==> config.mk <==
export PLATFORM = sky130hd
export DESIGN_NAME = apb_master_arb
export DESIGN_NICKNAME = d
export VERILOG_FILES = /design/src/rtl/apb_arb_pkg.sv /design/src/rtl/apb_rr_pick.sv /design/src/rtl/apb_master_arb.sv
export SDC_FILE = /design/constraint.sdc
export NUM_CORES = 1
export LEC_CHECK = 0
export BUFFER_PORTS_ARGS = -buffer_cell sky130_fd_sc_hd__buf_4
export CAP_MARGIN = 20
export CORE_AREA = 2 2 126 128
export DETAILED_ROUTE_END_ITERATION = 7
export DIE_AREA = 0 0 128 130
export PLACE_DENSITY = 0.72
export SLEW_MARGIN = 20
export SYNTH_ARGS = -nofsm -noshare
export SYNTH_HDL_FRONTEND = slang
export SYNTH_SLANG_ARGS = --single-unit
export TNS_END_PERCENT = 1
==> constraint.sdc <==
create_clock -name PCLK -period 5.1 [get_ports PCLK]
set_clock_uncertainty 0.15 [all_clocks]
set_input_delay 0.765 -clock PCLK [delete_from_list [all_inputs] [get_ports PCLK]]
set_output_delay 0.765 -clock PCLK [all_outputs]
set_load 0.01 [all_outputs]
==> src/rtl/apb_arb_pkg.sv <==
`default_nettype none
// +--------------------------------------------------------------------+
// | apb_arb_pkg                                                        |
// | Shared types and helpers for the APB master arbiter.               |
// | Rev 1.0 - initial release                                          |
// +--------------------------------------------------------------------+
package apb_arb_pkg;

   // Sequencer states: waiting for a request, APB setup phase, APB access phase.
   typedef enum logic [1:0] {
      IDLE   = 2'd0,
      SETUP  = 2'd1,
      ACCESS = 2'd2
   } arb_state_t;

   // Width of a counter that must hold values 0..t, never narrower than 1 bit.
   function automatic int cnt_width(input int t);
      return (t < 1) ? 1 : $clog2(t + 1);
   endfunction

endpackage : apb_arb_pkg
`default_nettype wire

==> src/rtl/apb_rr_pick.sv <==
`default_nettype none
// +--------------------------------------------------------------------+
// | apb_rr_pick                                                        |
// | Combinational round-robin picker: first requester above last_grant |
// | (with wrap-around) wins.                                           |
// | Rev 1.0 - initial release                                          |
// +--------------------------------------------------------------------+
module apb_rr_pick #(
   parameter int  NUM_REQ = 4,
   localparam int IDX_W   = $clog2(NUM_REQ)
) (
   input  logic [NUM_REQ-1:0] req,
   input  logic [IDX_W-1:0]   last_grant,
   output logic [NUM_REQ-1:0] gnt_onehot,
   output logic [IDX_W-1:0]   gnt_idx,
   output logic               any
);

   int               cand;
   logic [IDX_W-1:0] cand_idx;

   // Scan from last_grant+1 upward; the previous winner is visited last.
   always_comb begin
      gnt_onehot = '0;
      gnt_idx    = '0;
      any        = 1'b0;
      cand       = 0;
      cand_idx   = '0;
      for (int off = 1; off <= NUM_REQ; off++) begin
         cand = int'(last_grant) + off;
         if (cand >= NUM_REQ) begin
            cand = cand - NUM_REQ;
         end
         cand_idx = IDX_W'(cand);
         if (!any && req[cand_idx]) begin
            any        = 1'b1;
            gnt_idx    = cand_idx;
            gnt_onehot = NUM_REQ'(1) << cand_idx;
         end
      end
   end

endmodule : apb_rr_pick
`default_nettype wire

==> src/rtl/apb_master_arb.sv <==
`default_nettype none
// +--------------------------------------------------------------------+
// | apb_master_arb                                                     |
// | Round-robin arbiter in front of a single APB master port, with     |
// | PREADY timeout and one-cycle response pulse per transfer.          |
// | Rev 1.0 - initial release                                          |
// +--------------------------------------------------------------------+
module apb_master_arb
   import apb_arb_pkg::*;
#(
   parameter int NUM_REQ        = 4,
   parameter int APB_ADDR_WIDTH = 16,
   parameter int APB_DATA_WIDTH = 32,
   parameter int TIMEOUT_CYCLES = 16
) (
   input  logic                               PCLK,
   input  logic                               PRESETn,
   input  logic [NUM_REQ-1:0]                 req_valid,
   input  logic [NUM_REQ-1:0]                 req_write,
   input  logic [NUM_REQ*APB_ADDR_WIDTH-1:0]  req_addr,
   input  logic [NUM_REQ*APB_DATA_WIDTH-1:0]  req_wdata,
   output logic [NUM_REQ-1:0]                 req_ready,
   output logic [NUM_REQ-1:0]                 rsp_valid,
   output logic [APB_DATA_WIDTH-1:0]          rsp_rdata,
   output logic                               rsp_err,
   output logic [APB_ADDR_WIDTH-1:0]          PADDR,
   output logic                               PWRITE,
   output logic [APB_DATA_WIDTH-1:0]          PWDATA,
   output logic                               PSEL,
   output logic                               PENABLE,
   input  logic                               PREADY,
   input  logic [APB_DATA_WIDTH-1:0]          PRDATA,
   input  logic                               PSLVERR
);

   localparam int IDX_W = $clog2(NUM_REQ);
   localparam int CNT_W = cnt_width(TIMEOUT_CYCLES);

   arb_state_t           state;
   logic [IDX_W-1:0]     last_grant;   // also the owner of the transfer in flight
   logic [CNT_W-1:0]     wait_cnt;

   logic [NUM_REQ-1:0]   pick_onehot;
   logic [IDX_W-1:0]     pick_idx;
   logic                 pick_any;
   logic                 timed_out;

   apb_rr_pick #(
      .NUM_REQ    (NUM_REQ)
   ) u_pick (
      .req        (req_valid),
      .last_grant (last_grant),
      .gnt_onehot (pick_onehot),
      .gnt_idx    (pick_idx),
      .any        (pick_any)
   );

   // A grant is only offered while the bus is free.
   always_comb begin
      req_ready = '0;
      if (state == IDLE && pick_any) begin
         req_ready = pick_onehot;
      end
   end

   // Timeout fires when the counter has reached the limit and the slave is still stalling.
   always_comb begin
      timed_out = 1'b0;
      if (TIMEOUT_CYCLES != 0 && wait_cnt == CNT_W'(TIMEOUT_CYCLES)) begin
         timed_out = 1'b1;
      end
   end

   // Sequencer: grant, APB setup/access phases and registered response pulse.
   always_ff @(posedge PCLK or negedge PRESETn) begin
      if (!PRESETn) begin
         state      <= IDLE;
         last_grant <= IDX_W'(NUM_REQ - 1);
         wait_cnt   <= '0;
         PADDR      <= '0;
         PWRITE     <= 1'b0;
         PWDATA     <= '0;
         PSEL       <= 1'b0;
         PENABLE    <= 1'b0;
         rsp_valid  <= '0;
         rsp_rdata  <= '0;
         rsp_err    <= 1'b0;
      end else begin
         rsp_valid <= '0;
         rsp_rdata <= '0;
         rsp_err   <= 1'b0;
         case (state)
            IDLE: begin
               if (pick_any) begin
                  PADDR      <= req_addr[int'(pick_idx)*APB_ADDR_WIDTH +: APB_ADDR_WIDTH];
                  PWDATA     <= req_wdata[int'(pick_idx)*APB_DATA_WIDTH +: APB_DATA_WIDTH];
                  PWRITE     <= req_write[pick_idx];
                  last_grant <= pick_idx;
                  PSEL       <= 1'b1;
                  state      <= SETUP;
               end
            end
            SETUP: begin
               PENABLE  <= 1'b1;
               wait_cnt <= '0;
               state    <= ACCESS;
            end
            ACCESS: begin
               if (PREADY) begin
                  rsp_valid <= NUM_REQ'(1) << last_grant;
                  rsp_rdata <= PWRITE ? '0 : PRDATA;
                  rsp_err   <= PSLVERR;
                  PSEL      <= 1'b0;
                  PENABLE   <= 1'b0;
                  state     <= IDLE;
               end else if (timed_out) begin
                  // Abandon the bus; the slave gets no further PREADY wait.
                  rsp_valid <= NUM_REQ'(1) << last_grant;
                  rsp_err   <= 1'b1;
                  PSEL      <= 1'b0;
                  PENABLE   <= 1'b0;
                  state     <= IDLE;
               end else begin
                  wait_cnt <= wait_cnt + 1'b1;
               end
            end
            default: begin
               PSEL    <= 1'b0;
               PENABLE <= 1'b0;
               state   <= IDLE;
            end
         endcase
      end
   end

endmodule : apb_master_arb
`default_nettype wire
==> impl_results.md, run 1 <==
- Status: finished, final reports clean
- Clock power frac: about an eighth
- CTS root buf: clkbuf_16
- Final Hold Viols: 0
- Clk buf depth: 2
- Number of synthesized flops with an enable pin: 0
- Pint: ~0.0030 W
- Required time worst endpoint: ~4200 ps
- Yosys reg bits: 97
- Cell area power density: roughly 670 nW/µm²
- Setup bufs post-CTS: 0
- Max_slew headroom: between 20% and 30%
- Largest net degree at the start of global routing: 52
- Cells after Synth: 589
- Wirelength per Cell: a little under 20 µm
- Syn nets: roughly 840
- Worst-path fanout max: 13
- GR Util All Layers: between 20% and 30%
- Die Span X: 128 µm
- Die height: between 100 and 150 µm
- Core area: between 15000 and 20000 µm²
- Arrival @ worst endpoint: roughly 3400 ps
- Synthesis-to-layout area growth: 52.4%
- Total Wirelength: approximately 21000 µm
- CTS resizes: 0
- FF-to-FF Start: last_grant[1]
- Worst Setup SP: last_grant[1]
- Final period util: between 80% and 90%
- First-iteration detailed-routing DRC count: between 500 and 600
- Seq/Total Area, Yosys: a little over two fifths
- CP Class: reg -> out
- Fin. max-slew vios: 0
- Top cell type's share of synthesized area: ~43%
- Port Buffers: ~330
- Synth Flop Type: dfrtp_1
- CP Capture Type: output port
- Initial Util: a little over a third
- # DRC: 0
- Reg power frac: 22.1%
- CTS Buf Count: 9
- Sw power: about 0.0027 W
- Yosys warnings: 0
- N_diodes: 0
- Buf/Inv on CP: 2
- CP max stage delay: 700 ps
- Final Setup Violations: 0
- Final cell utilization of the core: a little over half
- Nets: roughly 1100
- HPWL after DPL: 15700 µm
- Worst Hold Class: in -> async
- Clk slew on worst S/H paths: approximately 70 ps
- Worst skew pair latency: between 300 and 400 ps
- Vias in the first global route: 5801
- Fmax: roughly 230 MHz
- Die Area: roughly 17000 µm²
- CTS tree: built
- Cell row count: 46
- Library cells used by synthesis: 47
- Startpoint Class: flop
- Stages on the worst setup path: 8
- DR vias/cell: 5.51
- Setup_tns: 0 ps
- Worst-margin pin slew: ~1100 ps
- Max Cap Viol: 0
- Switch share: 47.2%
- Layout cells sized above 1: roughly 45%
- Synth async-reset ratio: 100%
- Reg-to-reg critical path endpoint: PWDATA[5]
- R2R depth: 9
- Peak VDD IR: roughly 0.34 mV
- Hold WS: 297 ps
- First-pass GRT wire length: between 30000 and 40000 µm
- GPL Wtd Cong: 0.851
- RSZ-0062 raised after global routing: no
- Pleak: ~4.1 nW
- DR vias: about 6000
- 1st-pass router iterations: 5
- Combinational share of power: 66.2%
- Setup slack, reg-to-reg: roughly 820 ps
- Critical Path Sink: req_ready[1]
- CTS Sinks: 97
- Min Tclk post-route: 4340 ps
- Kind of cell adding the most delay to the critical path: flip-flops
- Hold-fix buffers, CTS: 0
- Total power: around 0.0057 W
- Avg Cell Area, Syn: 9.44 µm²
- CTS H-Tree Depth: 3
- Final ANT Viol Nets: 0
- Leading area contributor after synthesis: dfrtp_1
- Crit path max-delay cell type: dfstp_2
- Dominant cells by area after synthesis: dfrtp_1, nor2_1, o22ai_1
- CP cell instances: inv_1 > ha_1 > mux4_2 > or2_4 > nor2_1 > nand2_1 > a21oi_1 > buf_4
- GR Overflow Total: 0
- I/O pin total: ~330
- Mapped cell area: ~5600 µm²
- Initial antenna violation count: 0
flip-flops by register name, summed over array words and instances, names as in the netlist:
name and count:
PADDR 16, PWDATA 32, rsp_valid 4, state 2
PSEL 1, PWRITE 1, rsp_rdata 32, last_grant 2
PENABLE 1, wait_cnt 5, rsp_err 1
final cells by class:
type	instances	area, µm²
Clock buffer	10	229
Timing Repair Buffer	341	2570
Tap cell	192	240
Clock inverter	6	50.0
Inverter	6	22.5
Sequential cell	97	2430
Fill cell	1430	6950
Multi-Input combinational cell	436	2930
placed cells by master (no fill, tap or decap), types with 2 or more instances in the layout:
cell,Yosys,routed
o211ai_1,2,2
mux2i_1,5,5
o311ai_0,7,7
o21ai_0,10,9
dfrtp_1,95,95
dfstp_2,2,2
inv_1,6,6
a21oi_1,6,6
a22oi_1,23,23
o311ai_1,19,19
o21ai_2,1,3
mux4_2,4,4
mux2_2,25,25
o22ai_1,52,52
buf_4,0,340
nand2_1,39,38
and2_1,37,37
a211o_1,27,27
nor2b_1,2,2
ha_1,10,10
xor2_1,3,3
or2_2,2,2
nand3_1,2,2
or3b_2,2,2
nand4_1,2,2
inv_6,0,2
o31ai_1,25,24
nor2_1,108,108
nand2b_1,2,2
a221o_1,4,4
clkbuf_16,0,9
kinds of logic after synthesis:
group | count (synthesis) | synth area share [%]
mux | 34 | 7.58
flops | 97 | 43.7
compound gates | 182 | 24.0
simple gates | 206 | 17.2
fa+ha+maj | 10 | 2.25
xor+xnor | 4 | 0.630
buf+inv | 56 | 4.63
worst register-to-register path, cell delays in order (launching register included):
cell and delay (ps):
dfstp_2 700, inv_1 170, ha_1 490, mux4_2 700
or4_1 620, nand2_2 160, buf_4 400, or4_4 470
a211o_1 160, o311ai_0 110
stage by stage:
step | area, µm² | std cells | setup WS (ps)
6_report | 8470 | 1088 | 765
5_1_grt | 8470 | 1088 | 532
4_1_cts | 8470 | 1088 | 782
3_5_place_dp | 8200 | 1072 | 861
3_3_place_gp | 8200 | 1072 | 982
2_1_floorplan | 5560 | 589 | 818
power groups by stage:
stage                     combinational (W)  sequential, W  clock (W)
final                               0.00374        0.00125   0.000659
after floorplan                     0.00237        0.00132          0
after CTS                           0.00374        0.00125   0.000676
after detailed placement            0.00374        0.00126          0
after global routing                0.00408        0.00128   0.000704
after global placement              0.00367        0.00126          0
cells in the mapped netlist (2+ instances only):
library cell    n
nor2_1        108
dfrtp_1        95
o22ai_1        52
nand2_1        39
and2_1         37
clkbuf_1       33
a211o_1        27
mux2_2         25
o31ai_1        25
a22oi_1        23
o311ai_1       19
ha_1           10
o21ai_0        10
buf_2           8
o311ai_0        7
a21oi_1         6
inv_1           6
buf_6           5
mux2i_1         5
a221o_1         4
buf_1           4
mux4_2          4
xor2_1          3
dfstp_2         2
nand2b_1        2
nand3_1         2
nand4_1         2
nor2b_1         2
nor4_2          2
o211ai_1        2
o21ai_1         2
or2_2           2
or3b_2          2
how the worst min path moves through the flow:
stage	end	cells past startpoint
6_report	PADDR[8]	1
5_1_grt	wait_cnt[4]	1
4_1_cts	rsp_err	1
3_5_place_dp	PENABLE	1
3_3_place_gp	PENABLE	1
2_1_floorplan	PADDR[0]	0
per-layer routing:
layer	up-vias	wire length [µm]	share of wire, %	track usage [%]
li1	2786	-	-	-
met1	2856	8600	40	32.4
met2	305	10500	49	40.8
met3	49	1540	7.2	4.84
met4	0	737	3.5	11.8
met5	-	0	0	0
Note: power is estimated with default switching activity, not from simulation.
==> run 2, diff against run 1 <==
Settings changed: ABC_AREA set to 1, CORE_AREA 2 2 126 128 to 2 2 127 129, DIE_AREA 0 0 128 130 to 0 0 129 131, PLACE_DENSITY 0.72 to 0.76.
==> impl_results.md, run 2 <==
- First-pass GRT wire length: around 32000 µm
- Final ANT Viol Nets: 0
- Die height: 131 µm
- Nets: around 1500
- Synth Flop Type: dfrtp_1
- CTS root buf: clkbuf_16
- Clk slew on worst S/H paths: 80 ps
- Min Tclk post-route: about 3800 ps
- Dominant cells by area after synthesis: dfrtp_1, nand2_1, nand3_1
- Final Hold Viols: 0
- Vias in the first global route: about 6500
- Total power: approximately 0.0063 W
- Worst skew pair latency: between 300 and 400 ps
- CP Class: reg -> out
- Final period util: between 70 and 80%
- Crit path max-delay cell type: dfstp_2
- Clk buf depth: 2
- Startpoint Class: flop
- Initial Util: between 40 and 50%
- Hold-fix buffers, CTS: 0
- Status: finished, final reports clean
- Layout cells sized above 1: a little under a third
- DR vias/cell: roughly 4.6
- Synth async-reset ratio: 100%
- Wirelength per Cell: between 10 and 15 µm
- Post-Place Cell Area: roughly 8800 µm²
- CP cell instances: inv_4 > ha_1 > inv_1 > nand3_1 > nand2_1 > nand4_1 > nand2_2 > inv_1 > o21ai_0 > a31oi_1 > buf_4
- Arrival @ worst endpoint: between 2000 and 3000 ps
- Max_slew headroom: roughly 28%
- Worst Hold Class: in -> async
- Cell area power density: slightly below 700 nW/µm²
- Mapped cell area: between 6000 and 7000 µm²
- Library cells used by synthesis: 28
- Port Buffers: 327
- Syn nets: between 1000 and 1500
- Fin. max-slew vios: 0
- Die Area: around 17000 µm²
- GPL Wtd Cong: 0.933
- HPWL after DPL: roughly 16000 µm
- Required time worst endpoint: approximately 4200 ps
- Max Cap Viol: 0
- Most frequent cells in the layout: buf_4, nand2_1, inv_1
- Fmax: approximately 260 MHz
- Top cell type's share of synthesized area: 37.9%
- Cell row count: 46
- Setup bufs post-CTS: 0
- Initial antenna violation count: 0
- CTS tree: built
- Die Span X: roughly 130 µm
- I/O pin total: 328
- Most frequent cells after synthesis: nand2_1, inv_1, nand3_1, dfrtp_1, nor2_1
- Largest net degree at the start of global routing: 84
- Number of synthesized flops with an enable pin: 0
- CP max stage delay: between 700 and 800 ps
- Largest regs: PWDATA: 32 flops, rsp_rdata: 32 flops, PADDR: 16 flops
- Core area: 15600 µm²
- Total Wirelength: roughly 21000 µm
- Pleak: 5.56 nW
- Seq/Total Area, Yosys: approximately two fifths
- GR Overflow Total: 0
- DR vias: ~6700
- First-iteration detailed-routing DRC count: roughly 420
- Yosys warnings: 0
- RSZ-0062 raised after global routing: no
- Most common cell after layout, fill and taps aside: buf_4
- # DRC: 0
- Leading area contributor after synthesis: dfrtp_1
- N_diodes: 0
- CTS Sinks: 97
- CTS Buf Count: 9
- Peak VDD IR: approximately 0.65 mV
- CP most frequent cell: inv_1
- Yosys reg bits: 97
- Cells after Synth: around 940
- GR Util All Layers: roughly a quarter
- CP Capture Type: output port
- CTS resizes: 0
- 1st-pass router iterations: 5
- Worst-path fanout max: 21
- Setup_tns: 0 ps
- Worst-margin pin slew: 1080 ps
- CTS H-Tree Depth: 3
- Post-route cell area: ~9100 µm²
- Synthesis-to-layout area growth: 45.3%
- Final Setup Violations: 0
- Top-count cell post-synth: nand2_1
- Avg Cell Area, Syn: 6.65 µm²
-- run 2: changes by cell type after synthesis, moves of 25 or more --
cell / delta
a211o_1: -27
and2_1: -37
inv_1: +197
mux2_2: -25
nand2_1: +224
nand3_1: +181
nor2_1: -61
o22ai_1: -52
o31ai_1: -25
or2_1: +44
-- run 2: cell families (layout without fill, tap and decap cells) --
family	after synthesis	in the layout	share of synthesized area [%]
AO/OA/AOI/OAI	21	21	1.92
flip-flops	97	97	38.8
AND/OR/NAND/NOR	555	555	39.8
buffers and inverters	256	560	17.1
XOR/XNOR	3	3	0.419
adder cells (fa/ha/maj)	10	10	2.00
-- run 2: final cells by class --
cell class	count	area (µm²)
clock buffer	9	225
multi-input combinational	589	2780
fill	1518	6490
timing repair buffer	335	2520
inverter	209	788
sequential	97	2430
tap	216	270
clock inverter	7	95.1
-- run 2: critical path, delay by kind of cell (launching register included) --
kind	cells	cell delay [ps]
AO/OA/AOI/OAI	2	260
flip-flops	1	710
adder cells (fa/ha/maj)	1	370
buffers and inverters	4	500
AND/OR/NAND/NOR	4	700
-- run 2: path summary, 6_finish.rpt --
path	start	slack [ps]	to	cells past startpoint
max in group asynchronous	PRESETn	3440	rsp_rdata[8]	2
setup / recovery	last_grant[0]	1280	req_ready[2]	11
min in group PCLK	PWDATA[17]	340	PWDATA[17]	2
hold reg to reg	PWDATA[17]	340	PWDATA[17]	2
hold / removal	PRESETn	310	PADDR[11]	1
setup reg to reg	last_grant[0]	1290	PWDATA[30]	14
-- run 2: routing by layer --
metal / part of all wire [%] / track usage [%] / vias up
met4: 3.1 / 9.27 / 0
met3: 5.6 / 5.62 / 42
met2: 51 / 41.3 / 212
met5: 0 / 0 / -
met1: 40 / 30.1 / 3082
li1: - / - / 3406
-- run 2: stage by stage --
step                hold slack, ps  std cells  worst slack [ps]  utilization [%]
finish                         314       1462              1280             58.4
CTS                            336       1461              1270             58.3
global route                   350       1462              1030             58.4
detailed placement             316       1445              1320             56.2
floorplan                      319        942              1950                -
global placement               314       1445              1440             56.2
-- run 2: where the power goes --
| part | internal, W | switching [W] | total (W) |
|---|---|---|---|
| registers | 0.00107 | 0.000171 | 0.00124 |
| logic | 0.00156 | 0.00280 | 0.00435 |
| clock network | 0.000397 | 0.000348 | 0.000745 |
